$ cat config.mk
export PLATFORM = sky130hd
export DESIGN_NAME = fwd_hazard_unit
export DESIGN_NICKNAME = d
export VERILOG_FILES = /design/src/rtl/fwd_pkg.sv /design/src/rtl/fwd_operand_sel.sv /design/src/rtl/fwd_hazard_unit.sv
export SDC_FILE = /design/constraint.sdc
export NUM_CORES = 1
export LEC_CHECK = 0
export CAP_MARGIN = 30
export CORE_AREA = 3 3 184 186
export CTS_CLUSTER_SIZE = 14
export DETAILED_ROUTE_END_ITERATION = 8
export DIE_AREA = 0 0 187 189
export HOLD_SLACK_MARGIN = 0.06
export PLACE_DENSITY_LB_ADDON = 0.15
export SLEW_MARGIN = 20
export SYNTH_ARGS = -nofsm -noshare
export SYNTH_HDL_FRONTEND = slang
export SYNTH_SLANG_ARGS = --single-unit
$ cat constraint.sdc
create_clock -name clk -period 4.6 [get_ports clk]
set_input_delay 1.15 -clock clk [delete_from_list [all_inputs] [get_ports clk]]
set_output_delay 1.15 -clock clk [all_outputs]
set_load 0.005 [all_outputs]
$ cat src/rtl/fwd_pkg.sv
// Shared types for the forwarding / load-use hazard unit.
package fwd_pkg;

  // Widest register address a stage tag can carry; REG_AW must not exceed it.
  localparam int unsigned TAG_AW_MAX = 8;

  typedef enum logic [1:0] {
    FWD_RF  = 2'd0,
    FWD_WB  = 2'd1,
    FWD_MEM = 2'd2,
    FWD_EXE = 2'd3
  } fwd_sel_e;

  typedef struct packed {
    logic                  valid;
    logic [TAG_AW_MAX-1:0] dst;
    logic                  reg_write;
    logic                  mem_read;
  } stage_tag_t;

  typedef enum logic {
    ST_RUN   = 1'b0,
    ST_STALL = 1'b1
  } state_e;

  // A stage produces a value for addr; register 0 never matches.
  function automatic logic tag_match(input stage_tag_t t, input logic [TAG_AW_MAX-1:0] addr);
    return t.valid & t.reg_write & (t.dst == addr) & (addr != {TAG_AW_MAX{1'b0}});
  endfunction

endpackage

$ cat src/rtl/fwd_operand_sel.sv
// Resolves one source operand against the EXE/MEM/WB tags (youngest wins).
module fwd_operand_sel
  import fwd_pkg::*;
#(
  parameter int unsigned DATA_W = 64,
  parameter int unsigned REG_AW = 5
) (
  input  logic [REG_AW-1:0] src_addr_i,
  input  logic [DATA_W-1:0] src_data_i,
  input  stage_tag_t        exe_tag_i,
  input  stage_tag_t        mem_tag_i,
  input  stage_tag_t        wb_tag_i,
  input  logic [DATA_W-1:0] exe_result_i,
  input  logic [DATA_W-1:0] mem_result_i,
  input  logic [DATA_W-1:0] wb_data_i,
  output fwd_sel_e          sel_o,
  output logic [DATA_W-1:0] data_o,
  output logic              hazard_o
);

  logic [TAG_AW_MAX-1:0] src_ext_s;

  // Widen the source address to the tag address width.
  always_comb begin
    src_ext_s = {TAG_AW_MAX{1'b0}};
    src_ext_s[REG_AW-1:0] = src_addr_i;
  end

  // Priority match and data mux. A load that is still in EXE or MEM owns the
  // register: older stages hold stale values, so the regfile is shown and the
  // hazard bit is raised instead.
  always_comb begin
    sel_o    = FWD_RF;
    data_o   = src_data_i;
    hazard_o = 1'b0;
    if (tag_match(exe_tag_i, src_ext_s)) begin
      if (exe_tag_i.mem_read) begin
        hazard_o = 1'b1;
      end else begin
        sel_o  = FWD_EXE;
        data_o = exe_result_i;
      end
    end else if (tag_match(mem_tag_i, src_ext_s)) begin
      if (mem_tag_i.mem_read) begin
        hazard_o = 1'b1;
      end else begin
        sel_o  = FWD_MEM;
        data_o = mem_result_i;
      end
    end else if (tag_match(wb_tag_i, src_ext_s)) begin
      sel_o  = FWD_WB;
      data_o = wb_data_i;
    end else begin
      sel_o  = FWD_RF;
      data_o = src_data_i;
    end
  end

endmodule

$ cat src/rtl/fwd_hazard_unit.sv
// Operand forwarding and load-use stall unit with its own EXE/MEM/WB tag pipe.
// Optional build macro: FWD_STATS_EN adds stall_cycles / fwd_count counters.
module fwd_hazard_unit
  import fwd_pkg::*;
#(
  parameter int unsigned DATA_W  = 64,
  parameter int unsigned REG_AW  = 5,
  parameter int unsigned NUM_SRC = 2
) (
  input  logic                        clk,
  input  logic                        rst_n,
  input  logic                        id_valid,
  input  logic [NUM_SRC*REG_AW-1:0]   id_src_addr,
  input  logic [NUM_SRC*DATA_W-1:0]   id_src_data,
  input  logic [REG_AW-1:0]           id_dst_addr,
  input  logic                        id_reg_write,
  input  logic                        id_mem_read,
  input  logic [DATA_W-1:0]           exe_result,
  input  logic [DATA_W-1:0]           mem_result,
  input  logic [DATA_W-1:0]           wb_data,
  input  logic                        flush,
  output logic [NUM_SRC*DATA_W-1:0]   op_data,
  output logic [NUM_SRC*2-1:0]        fwd_sel,
  output logic                        stall,
  output logic                        stall_busy
`ifdef FWD_STATS_EN
  ,
  output logic [31:0]                 stall_cycles,
  output logic [31:0]                 fwd_count
`endif
);

  stage_tag_t exe_q, mem_q, wb_q;
  stage_tag_t exe_d;
  state_e     state_q;
  logic       stall_busy_q;

  fwd_sel_e          sel_s  [NUM_SRC];
  logic [DATA_W-1:0] data_s [NUM_SRC];
  logic [NUM_SRC-1:0] haz_s;
  logic              issue_s;

  for (genvar g = 0; g < NUM_SRC; g++) begin : g_src
    fwd_operand_sel #(.DATA_W(DATA_W), .REG_AW(REG_AW)) u_sel (
      .src_addr_i  (id_src_addr[g*REG_AW +: REG_AW]),
      .src_data_i  (id_src_data[g*DATA_W +: DATA_W]),
      .exe_tag_i   (exe_q),
      .mem_tag_i   (mem_q),
      .wb_tag_i    (wb_q),
      .exe_result_i(exe_result),
      .mem_result_i(mem_result),
      .wb_data_i   (wb_data),
      .sel_o       (sel_s[g]),
      .data_o      (data_s[g]),
      .hazard_o    (haz_s[g])
    );
  end

  // Pack per-operand results onto the flat output buses.
  always_comb begin
    op_data = {(NUM_SRC*DATA_W){1'b0}};
    fwd_sel = {(NUM_SRC*2){1'b0}};
    for (int i = 0; i < NUM_SRC; i++) begin
      op_data[i*DATA_W +: DATA_W] = data_s[i];
      fwd_sel[i*2 +: 2]           = sel_s[i];
    end
  end

  // Load-use stall (a redirect kills the instruction, so flush wins) and the
  // next EXE tag: the ID instruction only when it really issues, else a bubble.
  always_comb begin
    stall   = id_valid & (|haz_s) & ~flush;
    issue_s = id_valid & ~stall & ~flush;
    exe_d   = '0;
    if (issue_s) begin
      exe_d.valid                = 1'b1;
      exe_d.dst[REG_AW-1:0]      = id_dst_addr;
      exe_d.reg_write            = id_reg_write;
      exe_d.mem_read             = id_mem_read;
    end else begin
      exe_d = '0;
    end
  end

  // Destination tag pipeline, advancing every cycle.
  always_ff @(posedge clk or negedge rst_n) begin
    if (!rst_n) begin
      exe_q <= '0;
      mem_q <= '0;
      wb_q  <= '0;
    end else begin
      exe_q <= exe_d;
      mem_q <= exe_q;
      wb_q  <= mem_q;
    end
  end

  // RUN/STALL state machine with registered busy flag; flush forces RUN.
  always_ff @(posedge clk or negedge rst_n) begin
    if (!rst_n) begin
      state_q      <= ST_RUN;
      stall_busy_q <= 1'b0;
    end else begin
      case (state_q)
        ST_RUN: begin
          if (!flush && stall) begin
            state_q      <= ST_STALL;
            stall_busy_q <= 1'b1;
          end else begin
            state_q      <= ST_RUN;
            stall_busy_q <= 1'b0;
          end
        end
        ST_STALL: begin
          if (flush || !stall) begin
            state_q      <= ST_RUN;
            stall_busy_q <= 1'b0;
          end else begin
            state_q      <= ST_STALL;
            stall_busy_q <= 1'b1;
          end
        end
        default: begin
          state_q      <= ST_RUN;
          stall_busy_q <= 1'b0;
        end
      endcase
    end
  end

  assign stall_busy = stall_busy_q;

`ifdef FWD_STATS_EN
  logic [31:0] stall_cycles_q, fwd_count_q;
  logic [31:0] n_fwd_s;
  logic [32:0] fwd_sum_s;

  // Number of operands forwarded by an issuing instruction this cycle.
  always_comb begin
    n_fwd_s = 32'd0;
    for (int i = 0; i < NUM_SRC; i++) begin
      if (sel_s[i] != FWD_RF) begin
        n_fwd_s = n_fwd_s + 32'd1;
      end else begin
        n_fwd_s = n_fwd_s;
      end
    end
    fwd_sum_s = {1'b0, fwd_count_q} + {1'b0, n_fwd_s};
  end

  // Saturating statistics counters.
  always_ff @(posedge clk or negedge rst_n) begin
    if (!rst_n) begin
      stall_cycles_q <= 32'd0;
      fwd_count_q    <= 32'd0;
    end else begin
      if (stall && (stall_cycles_q != 32'hFFFF_FFFF)) begin
        stall_cycles_q <= stall_cycles_q + 32'd1;
      end else begin
        stall_cycles_q <= stall_cycles_q;
      end
      if (issue_s) begin
        fwd_count_q <= fwd_sum_s[32] ? 32'hFFFF_FFFF : fwd_sum_s[31:0];
      end else begin
        fwd_count_q <= fwd_count_q;
      end
    end
  end

  assign stall_cycles = stall_cycles_q;
  assign fwd_count    = fwd_count_q;
`endif

endmodule

Word level (Yosys, flattened, before mapping)
Index checks and enable logic that the tools add are counted.
{"block": "totals", "register_bits": 24, "inputBits": 341, "out_inout_bits": 134}
{"block": "op_classes", "n_eq_ne": 6, "mux": 29, "bitwise": 22, "n_reduce_logical": 7}
{"operator": "2-to-1 mux 64 bit", "count": 10}
{"operator": "equality test 5 bit", "count": 6}
{"operator": "bitwise AND 1 bit", "count": 19}
{"operator": "nonzero test 8 bit", "count": 2}
{"operator": "2-to-1 mux 2 bit", "count": 6}
{"operator": "2-to-1 mux 1 bit", "count": 11}
{"operator": "2-to-1 mux 7 bit", "count": 1}
{"operator": "inverter 1 bit", "count": 3}
{"operator": "logical NOT 1 bit", "count": 2}
{"operator": "case mux 1 bit (2 select lines)", "count": 1}
{"operator": "OR reduction 2 bit", "count": 1}
{"operator": "logical AND 1 bit", "count": 1}
{"operator": "logical OR 1 bit", "count": 1}

Logic depth before layout (Yosys ltp)
Gate-level depths: netlist of the first run.
{"block": "depth", "ltp_word": 12, "ltp_mapped": 9}

Modules after synthesis
From an unflattened synthesis of the first run, not the netlist that was laid out.
{"block": "hier_totals", "cells_unflattened": 1009, "area_unflattened_um2": 7324.5}
{"module": "fwd_operand_sel", "n_inst": 2, "cells_per_inst": 486, "area_each_um2": 3304.4, "seq_area_each_um2": 0.0}
{"module": "fwd_hazard_unit", "n_inst": 1, "cells_per_inst": 37, "area_each_um2": 715.7, "seq_area_each_um2": 625.6}

Worst setup path before layout of the first run
Ideal clock, no wire load.
{"block": "synth_timing", "kind": "in2out", "start": "input port id_src_addr[1]", "end": "output port op_data[11]", "t_arrival_ns": 2.994, "t_required_ns": 3.450, "path_slack_ns": 0.456, "path_stages": 8, "n_path_buf": 3, "cell_sequence": "a221o_1 > or4_1 > clkbuf_2 > o21a_1 > a22o_1 > buf_6 > buf_6 > a221oi_2"}
{"block": "synth_via", "elab_chain_len": 6, "elab_cells_between_ends": 13, "cone_classes": "3 x eq/ne; 3 x mux; 6 x bitwise; 1 x reduce/logical"}
{"element": "start: declaration", "line_no": "fwd_hazard_unit.sv:13", "rtl": "input logic [NUM_SRC*REG_AW-1:0] id_src_addr,"}
{"element": "equality test 5 bit", "line_no": "fwd_pkg.sv:28", "rtl": "return t.valid & t.reg_write & (t.dst == addr) & (addr != {TAG_AW_MAX{1'b0}});"}
{"element": "bitwise AND 1 bit (2 in a row)", "line_no": "fwd_pkg.sv:28"}
{"element": "2-to-1 mux 64 bit", "line_no": "fwd_operand_sel.sv:50", "rtl": "end else if (tag_match(wb_tag_i, src_ext_s)) begin"}
{"element": "2-to-1 mux 64 bit", "line_no": "fwd_operand_sel.sv:43", "rtl": "end else if (tag_match(mem_tag_i, src_ext_s)) begin"}
{"element": "2-to-1 mux 64 bit *", "line_no": "fwd_operand_sel.sv:36", "rtl": "if (tag_match(exe_tag_i, src_ext_s)) begin"}
{"element": "end: declaration", "line_no": "fwd_hazard_unit.sv:22", "rtl": "output logic [NUM_SRC*DATA_W-1:0] op_data,"}
Every way passes the cells marked *; elsewhere a longest branch is shown, timed or not.

Worst setup path after layout of the first run
{"block": "layout_timing", "start": "input port id_src_addr[1]", "end": "output port op_data[0]"}
Same word-level chain as after synthesis.

==> results of run 1 <==
[repair_timing]
item / 4_1_cts / 5_1_grt
hold buffers: 0 / 0
gates cloned: 6 / 1
resized for setup: 296 / 55
pin swaps: 26 / 20
endpoints found under the setup margin: 133 / 83
buffers inserted: 24 / 10
[per-stage QoR]
stage	hold slack, ns	setup slack, ns	TNS (ns)	instance area (um2)
finish	0.372	0.0333	0	12800
floorplan	0.352	0.456	0	6420
detailed placement	0.361	-0.766	-62.54	12400
global placement	0.357	-0.743	-62.47	12400
CTS	0.374	-0.0499	-0.671	12800
global route	0.381	-0.0370	-0.127	12800
[cell usage in the layout (no fill, tap or decap), types with 17 or more instances in the layout]
cell type,Yosys,final
clkdlybuf4s50_1,0,339
mux2i_1,128,128
buf_4,0,90
dlygate4sd2_1,0,72
mux2_2,64,64
o21ai_0,64,62
nor3_1,61,61
nand2_1,62,58
o221ai_1,49,49
inv_1,46,46
o32ai_1,42,41
a221oi_2,40,41
buf_2,12,37
buf_12,0,26
o31a_1,22,22
dfrtp_1,24,22
a2bb2oi_1,22,18
a21oi_1,17,17
[final cells by class]
type / count / area [um2] / share of cell area
timing repair buffer: 616 / 5990 / 0.467
multi-input combinational: 641 / 5410 / 0.421
sequential: 24 / 608 / 0.0474
tap: 442 / 553 / 0.0431
inverter: 47 / 176 / 0.0137
clock buffer: 4 / 78.8 / 0.00614
antenna: 11 / 27.5 / 0.00214
[layer usage]
layer  vias up  GRT usage  share of wire
li1       4252          -              -
met1      4376      0.269           0.41
met2       370      0.395           0.49
met3        54     0.0424          0.063
met4         2     0.0803          0.031
met5         -          0        0.00031
[worst min path at each step]
| stage | depth (start not counted) | endpoint | slack (ns) | from |
|---|---|---|---|---|
| global route | 0 | mem_q[1] | 0.38 | exe_q[1] |
| floorplan | 0 | mem_q[0] | 0.35 | exe_q[0] |
| CTS | 0 | wb_q[10] | 0.37 | mem_q[10] |
| detailed placement | 0 | wb_q[10] | 0.36 | mem_q[10] |
| global placement | 0 | wb_q[10] | 0.36 | mem_q[10] |
| finish | 0 | wb_q[10] | 0.37 | mem_q[10] |
[where the power goes]
| group | switching, mW | total, mW | internal, mW |
|---|---|---|---|
| clock network | 0.0670 | 0.185 | 0.118 |
| registers | 0.0173 | 0.237 | 0.220 |
| logic | 0.253 | 0.716 | 0.463 |
| total | 0.338 | 1.14 | 0.800 |
[sequential cells by signal (all words and copies together), names as in the netlist]
register,cells
exe_q,8
mem_q,8
stall_busy,1
wb_q,7
[kinds of logic after synthesis]
| kind of cell | synth area share |
|---|---|
| AO/OA/AOI/OAI | 0.354 |
| XOR/XNOR | 0.0355 |
| buffers and inverters | 0.0926 |
| flip-flops | 0.0936 |
| multiplexers | 0.312 |
| AND/OR/NAND/NOR | 0.112 |
==> out/results.tsv, run 1 <==
metric	value	unit
initial_core_util	0.198	
synth_top_cell_area_share	0.200	
cts_inserted_buffers	3	
async_flop_share	1.00	
drv_slew	0	
synth_edf_count	0	
via_per_inst	5.07	
crit_family	compound AO/OA/AOI/OAI gates	
path_depth	10	
outcome	completed	
num_vias	9054	
clkLatencyLatePin	0.25	ns
final_layout_size_suffix_gt1_frac	0.252	
instances_no_fill	1785	
avgRoutedWirePerCell	23.6	um
fmax	219	MHz
setup-violations-final	0	
gr-total-overflow	0	
hp-class	flop to flop	
htree_num_levels	1	
skew	0.00242	ns
grt_pass1_vias	9504	
cts_buffer_depth	2	
die_area	35300	um2
critPathMaxStageDelay	0.56	ns
syn_to_final_growth	100	%
min_period	4.57	ns
drt_iter0_drc	342	
cp_cell_sequence	buf_8 > a221o_1 > or4_4 > o21a_1 > a22o_4 > buf_12 > buf_12 > buf_12 > a221oi_4 > buf_2	
startpoint_type	primary input	
cap_violations	0	
final_core_util	0.396	
hold_violations	0	
cts_tree	yes	
netlist_top_cells_count	mux2i_1, clkbuf_1, mux2_2, o21ai_0, nand2_1	
cp_num_buf_inv	5	
yosysUniqueCellTypes	37	
cts.sink_count	24	
dp_cells	1732	
slew_headroom	0.483	
wl	42100	um
io_buffer_count	474	
r2r-start	exe_q[2]	
synth_area_leaders	mux2i_1, mux2_2, a221oi_2, dfrtp_1, o221ai_1	
core	32500	um2
drc	0	
irDropWorstVdd	0.157	mV
syn-num-nets	1150	
nets	1674	
postRouteAntennaNets	0	
grt_use_total	0.223	
critPathSlowestCell	or4_4	
synth_top_area_cell	mux2i_1	
cts_root_buffer	clkbuf_16	
crit_end	op_data[0]	
synth_most_common_cell	mux2i_1	
critPathCaptureType	primary output	
row_count	66	
io_pins	475	
startpoint	id_src_addr[1]	
cpMostUsedCell	buf_12	
grt_max_degree	60	
fp.dieH	189	um
synth_seq_cells	24	
dp_hpwl	31800	um
clkSlewWorstSetupHoldPaths	0.06	ns
reg2regPathDepth	9	
crit_type	primary input to primary output	
fin_crit_sh	0.993	
rr_endpoint	stall_busy	
die_x	187	um
crit_required	3.45	ns
synthCells	809	
first_pass_iters	4	
worstMarginPinSlew	0.776	ns
grt_pass1_wl	61400	um
rrSetupSlack	2.21	ns
antenna_found_initial	11	
globalplace.congestion	0.866	
power	1.14	mW
synth_area	6420	um2
arrival	3.42	ns
ys.warnings.count	0	
yosysSeqAreaShare	0.0936	
ys_dominant_reg_cell	dfrtp_1	
leakage	4.79	nW
nFillCells	3370	
crit_fanout	4	
rsz0062_at_grt	true	
syn_area_per_cell	7.93	um2
power_density	88.6	nW/um2
Note: power is estimated with default switching activity, not from simulation.
==> run 2, diff against run 1 <==
--- a/config.mk
+++ b/config.mk
@@ -5,6 +5,7 @@
 export SDC_FILE = /design/constraint.sdc
 export NUM_CORES = 1
 export LEC_CHECK = 0
+export ABC_CLOCK_PERIOD_IN_PS = 4600
 export CAP_MARGIN = 30
 export CORE_AREA = 3 3 184 186
 export CTS_CLUSTER_SIZE = 14
==> results of run 2 <==
Same layout as run 1: the final DEF is identical, and so are final timing and power.
